$ cat src/rtl/ahb3lite_slave_fabric_if.sv
// AHB3-Lite bus bundle between one master, the slave fabric and N_SLAVES slaves.
// HWRITE and HREADY are shared nets: slaves read them directly from the bundle.
interface ahb3lite_slave_fabric_if #(
    parameter int N_SLAVES = 2,
    parameter int ADDR_W   = 32,
    parameter int DATA_W   = 32
);
    logic [ADDR_W-1:0]          HADDR;
    logic [1:0]                 HTRANS;
    logic                       HWRITE;
    logic                       HREADY;
    logic                       HRESP;
    logic [DATA_W-1:0]          HRDATA;
    logic [N_SLAVES-1:0]        HSEL_S;
    logic [N_SLAVES-1:0]        HREADYOUT_S;
    logic [N_SLAVES-1:0]        HRESP_S;
    logic [N_SLAVES*DATA_W-1:0] HRDATA_S;

    // Bus master view
    modport master (
        output HADDR, HTRANS, HWRITE,
        input  HREADY, HRESP, HRDATA
    );

    // Fabric view: slave towards the master, decoder/mux towards the slaves
    modport slave (
        input  HADDR, HTRANS, HWRITE, HREADYOUT_S, HRESP_S, HRDATA_S,
        output HREADY, HRESP, HRDATA, HSEL_S
    );
endinterface

$ cat src/rtl/ahb3lite_slave_fabric.sv
// AHB3-Lite address decoder, data-phase response multiplexer and default slave.
// Region index = top REGION_BITS of HADDR; regions >= N_SLAVES are unmapped and
// answered by the built-in default slave with a two-cycle ERROR response.
// Optional macro XFER_CNT_EN adds per-slave transfer counters and an error counter.
module ahb3lite_slave_fabric #(
    parameter int N_SLAVES    = 2,
    parameter int ADDR_W      = 32,
    parameter int DATA_W      = 32,
    parameter int REGION_BITS = 4
) (
    input  logic                   HCLK,
    input  logic                   HRESETn,
    ahb3lite_slave_fabric_if.slave bus
`ifdef XFER_CNT_EN
    ,
    output logic [N_SLAVES*16-1:0] xfer_cnt,
    output logic [15:0]            err_cnt
`endif
);

    if ((N_SLAVES < 1) || (N_SLAVES > (1 << REGION_BITS))) begin : g_cfg_err
        $error("ahb3lite_slave_fabric: N_SLAVES must be within 1..2**REGION_BITS");
    end

    localparam logic [REGION_BITS:0] N_SL = (REGION_BITS + 1)'(N_SLAVES);

    typedef enum logic [1:0] {
        DS_OK,
        DS_ERR1,
        DS_ERR2
    } ds_state_t;

    ds_state_t               state_q, state_d;
    logic [REGION_BITS-1:0]  region;
    logic                    mapped;
    logic [REGION_BITS-1:0]  d_idx_q;
    logic                    d_map_q;
    logic                    d_act_q;
    logic                    hready;
    logic                    hresp;
    logic [DATA_W-1:0]       hrdata;
    logic [N_SLAVES-1:0]     hsel;

    // Low address bits and HWRITE belong to the slaves, not to the decoder
    logic unused_ok;
    assign unused_ok = ^{bus.HADDR, bus.HWRITE};

    // Address decode: region index and one-hot select, for every HTRANS value
    always_comb begin
        region = bus.HADDR[ADDR_W-1 -: REGION_BITS];
        mapped = ({1'b0, region} < N_SL);
        hsel   = '0;
        for (int unsigned i = 0; i < N_SLAVES; i++) begin
            hsel[i] = (region == REGION_BITS'(i));
        end
    end

    // Data-phase register, advanced only when the bus accepts an address phase
    always_ff @(posedge HCLK) begin
        if (!HRESETn) begin
            d_idx_q <= '0;
            d_map_q <= 1'b1;
            d_act_q <= 1'b0;
        end else if (hready) begin
            d_idx_q <= region;
            d_map_q <= mapped;
            d_act_q <= bus.HTRANS[1];
        end
    end

    // Default-slave state register
    always_ff @(posedge HCLK) begin
        if (!HRESETn) begin
            state_q <= DS_OK;
        end else begin
            state_q <= state_d;
        end
    end

    // Default-slave next state: ERR1 always runs into ERR2; otherwise an accepted
    // active unmapped transfer starts a new error response
    always_comb begin
        state_d = DS_OK;
        if (state_q == DS_ERR1) begin
            state_d = DS_ERR2;
        end else if (hready && bus.HTRANS[1] && !mapped) begin
            state_d = DS_ERR1;
        end
    end

    // Response mux: selected slave when mapped, default slave otherwise
    always_comb begin
        hready = 1'b1;
        hresp  = 1'b0;
        hrdata = '0;
        if (d_map_q) begin
            for (int unsigned i = 0; i < N_SLAVES; i++) begin
                if (d_idx_q == REGION_BITS'(i)) begin
                    hready = bus.HREADYOUT_S[i];
                    hresp  = bus.HRESP_S[i];
                    hrdata = bus.HRDATA_S[i*DATA_W +: DATA_W];
                end
            end
        end else begin
            case (state_q)
                DS_ERR1: begin
                    hready = 1'b0;
                    hresp  = 1'b1;
                end
                DS_ERR2: begin
                    hresp  = 1'b1;
                end
                default: ;
            endcase
        end
    end

    assign bus.HSEL_S = hsel;
    assign bus.HREADY = hready;
    assign bus.HRESP  = hresp;
    assign bus.HRDATA = hrdata;

`ifdef XFER_CNT_EN
    logic [15:0] xfer_cnt_q [N_SLAVES];
    logic [15:0] err_cnt_q;
    logic        xfer_hit;
    logic        err_hit;

    // Completion events of the current data phase
    always_comb begin
        xfer_hit = d_map_q && d_act_q && hready && !hresp;
        err_hit  = (!d_map_q && (state_q == DS_ERR2)) ||
                   (d_map_q && d_act_q && hready && hresp);
    end

    // Saturating event counters
    always_ff @(posedge HCLK) begin
        if (!HRESETn) begin
            for (int unsigned i = 0; i < N_SLAVES; i++) begin
                xfer_cnt_q[i] <= '0;
            end
            err_cnt_q <= '0;
        end else begin
            for (int unsigned i = 0; i < N_SLAVES; i++) begin
                if (xfer_hit && (d_idx_q == REGION_BITS'(i)) && (xfer_cnt_q[i] != '1)) begin
                    xfer_cnt_q[i] <= xfer_cnt_q[i] + 16'd1;
                end
            end
            if (err_hit && (err_cnt_q != '1)) begin
                err_cnt_q <= err_cnt_q + 16'd1;
            end
        end
    end

    // Flatten per-slave counters onto the output bus
    always_comb begin
        xfer_cnt = '0;
        for (int unsigned i = 0; i < N_SLAVES; i++) begin
            xfer_cnt[i*16 +: 16] = xfer_cnt_q[i];
        end
    end

    assign err_cnt = err_cnt_q;
`endif

endmodule

$ cat src/flat_wrapper.sv
// flat-port wrapper written by rule: the top's interface ports become plain ports
module ahb3lite_slave_fabric_flat 
#(
    parameter int N_SLAVES    = 2,
    parameter int ADDR_W      = 32,
    parameter int DATA_W      = 32,
    parameter int REGION_BITS = 4
)
  (HCLK, HRESETn, bus_HADDR, bus_HTRANS, bus_HWRITE, bus_HREADYOUT_S, bus_HRESP_S, bus_HRDATA_S, bus_HREADY, bus_HRESP, bus_HRDATA, bus_HSEL_S);
  ahb3lite_slave_fabric_if #(.N_SLAVES(N_SLAVES), .ADDR_W(ADDR_W), .DATA_W(DATA_W)) bus_i ();
  input  logic HCLK;
  input  logic HRESETn;
  input wire logic [$bits(bus_i.HADDR)-1:0] bus_HADDR;
  input wire logic [$bits(bus_i.HTRANS)-1:0] bus_HTRANS;
  input wire logic [$bits(bus_i.HWRITE)-1:0] bus_HWRITE;
  input wire logic [$bits(bus_i.HREADYOUT_S)-1:0] bus_HREADYOUT_S;
  input wire logic [$bits(bus_i.HRESP_S)-1:0] bus_HRESP_S;
  input wire logic [$bits(bus_i.HRDATA_S)-1:0] bus_HRDATA_S;
  output wire logic [$bits(bus_i.HREADY)-1:0] bus_HREADY;
  output wire logic [$bits(bus_i.HRESP)-1:0] bus_HRESP;
  output wire logic [$bits(bus_i.HRDATA)-1:0] bus_HRDATA;
  output wire logic [$bits(bus_i.HSEL_S)-1:0] bus_HSEL_S;
  assign bus_i.HADDR = bus_HADDR;
  assign bus_i.HTRANS = bus_HTRANS;
  assign bus_i.HWRITE = bus_HWRITE;
  assign bus_i.HREADYOUT_S = bus_HREADYOUT_S;
  assign bus_i.HRESP_S = bus_HRESP_S;
  assign bus_i.HRDATA_S = bus_HRDATA_S;
  assign bus_HREADY = bus_i.HREADY;
  assign bus_HRESP = bus_i.HRESP;
  assign bus_HRDATA = bus_i.HRDATA;
  assign bus_HSEL_S = bus_i.HSEL_S;
  ahb3lite_slave_fabric #(.N_SLAVES(N_SLAVES), .ADDR_W(ADDR_W), .DATA_W(DATA_W), .REGION_BITS(REGION_BITS)) u_core (.HCLK(HCLK), .HRESETn(HRESETn), .bus(bus_i));
endmodule
$ cat config.mk
export PLATFORM = sky130hd
export DESIGN_NAME = ahb3lite_slave_fabric_flat
export DESIGN_NICKNAME = d
export VERILOG_FILES = /design/src/rtl/ahb3lite_slave_fabric_if.sv /design/src/rtl/ahb3lite_slave_fabric.sv /design/src/flat_wrapper.sv
export SDC_FILE = /design/constraint.sdc
export NUM_CORES = 1
export LEC_CHECK = 0
export CAP_MARGIN = 20
export CORE_AREA = 2 2 54 56
export CTS_CLUSTER_DIAMETER = 120
export CTS_CLUSTER_SIZE = 10
export DETAILED_ROUTE_END_ITERATION = 8
export DIE_AREA = 0 0 56 58
export DONT_BUFFER_PORTS = 1
export SYNTH_ARGS = -nofsm -noshare
export SYNTH_HDL_FRONTEND = slang
export SYNTH_SLANG_ARGS = --single-unit
$ cat constraint.sdc
create_clock -name HCLK -period 3 [get_ports HCLK]
set_clock_uncertainty 0.2 [all_clocks]
set_input_delay 0.6 -clock HCLK [delete_from_list [all_inputs] [get_ports HCLK]]
set_output_delay 0.6 -clock HCLK [all_outputs]
set_load 0.01 [all_outputs]
### After elaboration in Yosys (flattened, before gate mapping)

Index checks and enable logic that the tools add are counted.

| operators by class | value |
|---|---|
| magnitude comparators | 1 |
| eq/ne operators | 4 |
| muxes and demuxes | 13 |
| bitwise operators | 1 |
| reduce and logical (&&, ||, !) cells | 7 |

Operator list:

| kind | count |
|---|---|
| 32-bit 2-to-1 mux | 3 |
| 1-bit 2-to-1 mux | 9 |
| 4-bit by 1-bit equality test with 1-bit output, second input constant | 2 |
| 4-bit zero test | 2 |
| 4-bit by 2-bit less-than comparator with 1-bit output, second input constant | 1 |
| 2-bit OR reduction | 2 |
| 2-bit by 1-bit equality test with 1-bit output, second input constant | 1 |
| 2-bit equality test, second input constant | 1 |
| 1-bit logical AND | 2 |
| 2-bit 2-to-1 mux | 1 |
| 1-bit zero test | 1 |
| 1-bit inverter | 1 |

| storage, ports and cells | value |
|---|---|
| bits in registers | 7 |
| output and inout port bits | 36 |
| logic and storage cells | 30 |

### Depth between registers and ports, before layout

| depth | value |
|---|---|
| word-level depth | 8 |
| gate-level depth with buffers | 6 |
| mapped depth without buffers | 5 |

### Least setup slack after synthesis

OpenSTA, ideal clock, no wires.

| timing path | value |
|---|---|
| path type | register to output |
| start | reg u_core.d_idx_q[1] |
| end | out bus_HRDATA[0] |
| data arrival time | 1.213 ns |
| data required time | 2.200 ns |
| setup slack | 0.987 ns |
| cell stages (with the launch flop) | 5 |
| path through | dfxtp_1 nor4b_4 buf_6 a22oi_2 nor2_2 |

| on the way | value |
|---|---|
| cells in the longest elaborated chain, start to end | 4 |
| elaborated cells between the ends (all ways) | 5 |
| those cells by class | eq/ne: 1; mux: 3; reduce/logical: 1 |

RTL lines:

| what | line | source |
|---|---|---|
| start, declared | ahb3lite_slave_fabric.sv:36 | `logic [REGION_BITS-1:0] d_idx_q;` |
| start signal, assigned | ahb3lite_slave_fabric.sv:65 | `d_idx_q <= region;` |
| 4-bit zero test | ahb3lite_slave_fabric.sv:98 | `if (d_idx_q == REGION_BITS'(i)) begin` |
| 32-bit 2-to-1 mux | ahb3lite_slave_fabric.sv:98 |  |
| 32-bit 2-to-1 mux (*) | ahb3lite_slave_fabric.sv:98 |  |
| 32-bit 2-to-1 mux (*) | ahb3lite_slave_fabric.sv:96 | `if (d_map_q) begin` |
| end, declared | flat_wrapper.sv:21 | `output wire logic [$bits(bus_i.HRDATA)-1:0] bus_HRDATA;` |

Mark *: on every way between the ends. The rest lies on a longest branch, timed or not.

### Final worst setup path

| timing path | value |
|---|---|
| start | reg u_core.d_idx_q[0] |
| end | out bus_HRESP |

| on the way | value |
|---|---|
| cells in the longest elaborated chain, start to end | 4 |
| elaborated cells between the ends (all ways) | 5 |
| those cells by class | eq/ne: 1; mux: 3; reduce/logical: 1 |

RTL lines:

| what | line | source |
|---|---|---|
| 4-bit zero test | ahb3lite_slave_fabric.sv:98 |  |
| 1-bit 2-to-1 mux | ahb3lite_slave_fabric.sv:98 |  |
| 1-bit 2-to-1 mux (*) | ahb3lite_slave_fabric.sv:98 |  |
| 1-bit 2-to-1 mux (*) | ahb3lite_slave_fabric.sv:96 |  |
| end, declared | flat_wrapper.sv:20 | `output wire logic [$bits(bus_i.HRESP)-1:0] bus_HRESP;` |

Marked as above.

==> key figures <==
Status
  • Outcome: complete, no violations

Power and ir drop
  • Worst vdd ir: ~0.25 mV
  • Reg power frac: between 20% and 30%
  • Int Pwr: about 0.24 mW
  • Net Sw Frac: ~45%
  • Pleak: ~0.32 nW
  • Design Power: about 0.43 mW
  • Logic pwr share: a little over half
  • Clock power frac: between 20% and 30%
  • Pwr Density: slightly above 400 nW/µm²
  • Net Switching: between 0.15 and 0.2 mW

Timing
  • Slew @ Worst Pin: 500 ps
  • Relative slew slack: 66.3%
  • WHS: between 200 and 250 ps
  • Fmax: a little over 400 MHz
  • Final setup fails: 0
  • RSZ-0062 raised after global routing: no
  • Post-Route Setup TNS: 0 ps
  • Slew Viols, Final: 0
  • Fin crit period: 2450 ps
  • Hold Vio Cnt, Final: 0
  • Tcrit/Tclk final: 81.5%

Die
  • Die H: between 50 and 60 µm
  • Core Footprint: 2660 µm²
  • Die width: between 50 and 60 µm
  • Die area: approximately 3200 µm²
  • Rows: 19
  • I/O Pins: ~140
  • Initial Util: 39.5%

Logic synthesis
  • Top-area cell type share of the netlist area: between 30% and 40%
  • Synth cell types: 27
  • Synth Register Bits: 7
  • Ys flop type: dfxtp_1
  • Yosys top cell by area: a22oi_2
  • Synthesized area: around 1100 µm²
  • Area contributors post-synth: a22oi_2, nor2_2, dfxtp_1
  • YS warnings: 0
  • FFs w/ async S/R, synth: 0%
  • Mapped Cells: between 100 and 150
  • EDFF count, synth: 0
  • Most common library cells after synthesis: a22oi_2, nor2_2, dfxtp_1
  • Post-synth net total: 222
  • Register area share after synthesis: between 10% and 20%
  • Syn avg cell area: approximately 9 µm²

Clocking
  • Clk sinks: 7
  • Resized Gates After CTS: 0
  • H-Tree Depth: 1
  • CTS max path bufs: 2
  • Hold_buf cts: 0
  • CTS root buffer: clkbuf_4
  • Setup Fix Bufs, Post-CTS: 0
  • Clk slew on worst S/H paths: around 50 ps
  • Number of buffers created by CTS: 3
  • Clock insertion delay at the later pin of the skew report: around 260 ps
  • TritonCTS clock tree: done

Route
  • Detail Route Antenna Nets: 0
  • Via count: 910
  • Drt initial violations: 27
  • Wirelength per Cell: 17.7 µm
  • DRT Pass-1 Iters: 3
  • Remaining DRCs: 0
  • Vias per cell: roughly 6.3
  • WL final: between 2000 and 3000 µm

Min path
  • Hold path endpoint: u_core.d_map_q
  • Hold-critical path depth: 1
  • Hold_sp: HRESETn
  • Tightest Hold Check Type: input port to flop

Layout
  • FF+latch area: between 100 and 150 µm²
  • Layout cells sized above 1: between 60 and 70%
  • Antenna Cells: 0
  • Area Growth Syn to Fin: 0.834%
  • Fillers: between 200 and 300
  • Final Non-Filler Cells: roughly 150
  • Final layout net count: about 220
  • Post-route cell area: 1060 µm²
  • Multi-input gate area: about 800 µm²

Worst setup path
  • Worst reg2reg setup slack: 1370 ps
  • Critical setup path kind: flop to primary output
  • Slowest CP cell: dfxtp_1
  • Critical Path RT: 2200 ps
  • RR Endpoint: u_core.d_idx_q[0]
  • Worst Path Arrival: 1650 ps
  • R2R depth: 5
  • Critical Path Fanout Max: 17
  • Reg-to-Reg Start: u_core.state_q[1]
  • Worst stage delay on the critical path: between 400 and 500 ps
  • CP startpoint kind: flop
  • CP Capture Type: primary output
  • CP Cell Sequence: nor4b_4 > buf_4 > a221oi_1 > a21oi_1

Place
  • # port buffers: 0
  • DP Wirelength: around 2100 µm
  • GP Congestion: 0.680
  • Area after DPL: around 1000 µm²
  • Placed cells: between 100 and 150

Global routing
  • Global-route met1 utilization: 16.4%
  • Grt met3 use: ~3.8%
  • Largest net degree at the start of global routing: 33
  • Total GRT Usage: ~14%
  • Grt ovf: 0
  • Number of global-route vias before repair: 830
  • Initial antenna violation count: 0
  • Gr busiest metal: met2
  • GR Util met2: around a quarter
  • First-pass GRT wire length: between 3000 and 4000 µm

Job
  • Max_cap viols: 0
## state kept, by name (all words and copies together) (netlist names)
register / count
u_core.state_q: 2
u_core.d_map_q: 1
u_core.d_idx_q: 4
## power by group through the flow
stage | combinational, mW | sequential (mW) | clock, mW
3_3_place_gp | 0.229 | 0.114 | 0
6_report | 0.233 | 0.112 | 0.0892
4_1_cts | 0.237 | 0.112 | 0.0934
3_5_place_dp | 0.237 | 0.114 | 0
2_1_floorplan | 0.226 | 0.112 | 0
5_1_grt | 0.253 | 0.113 | 0.0938
## layout make-up
cell class                 count  area share [%]
inverter                       3            1.06
clock buffer                   4            2.48
sequential                     7            13.2
tap                           31            3.66
timing repair buffer           5            3.54
multi-input combinational     95            76.0
## cell usage in the layout, fill, tap and decap left out, drive strengths merged, types with 2 or more instances in the layout
cell type	synthesis	final
a22oi	32	32
nor2	32	32
dfxtp	7	7
nand2	6	6
buf	5	5
clkbuf	6	4
a21oi	3	3
nand3	3	3
o31ai	3	3
nor4	3	3
nor3	2	2
mux2i	2	2
and2	2	2
inv	2	2
## critical path: cells and delay by family, from the launching register on
kind / cells / cell delay (ps)
flops: 1 / 440
compound gates: 2 / 390
buf+inv: 1 / 310
simple gates: 1 / 250
## how the worst max path moves through the flow
stage | start | to
3_3_place_gp | u_core.d_idx_q[0] | bus_HRESP
5_1_grt | u_core.d_idx_q[0] | bus_HRESP
2_1_floorplan | u_core.d_idx_q[1] | bus_HRDATA[0]
3_5_place_dp | u_core.d_idx_q[0] | bus_HRESP
4_1_cts | u_core.d_idx_q[0] | bus_HRESP
6_report | u_core.d_idx_q[0] | bus_HRESP
## layer usage
| metal | part of all wire (%) | vias up |
|---|---|---|
| met4 | 1.2 | 0 |
| li1 | - | 428 |
| met5 | 0 | - |
| met1 | 36 | 423 |
| met2 | 52 | 56 |
| met3 | 11 | 3 |
## through the flow
stage	utilization (%)	setup slack [ps]
floorplan	-	987
global placement	38.8	844
detailed placement	38.8	815
CTS	39.8	515
global route	39.8	460
finish	39.8	554
## cell families after synthesis
family                   count (synthesis)  synth area share, %
AND/OR/NAND/NOR                         51                 31.0
AO/OA/AOI/OAI                           41                 42.6
buffers and inverters                   14                 10.0
flip-flops                               7                 13.3
multiplexers                             2                 1.90
adder cells (fa/ha/maj)                  1                 1.19
Power figures use the tool's default switching activity.
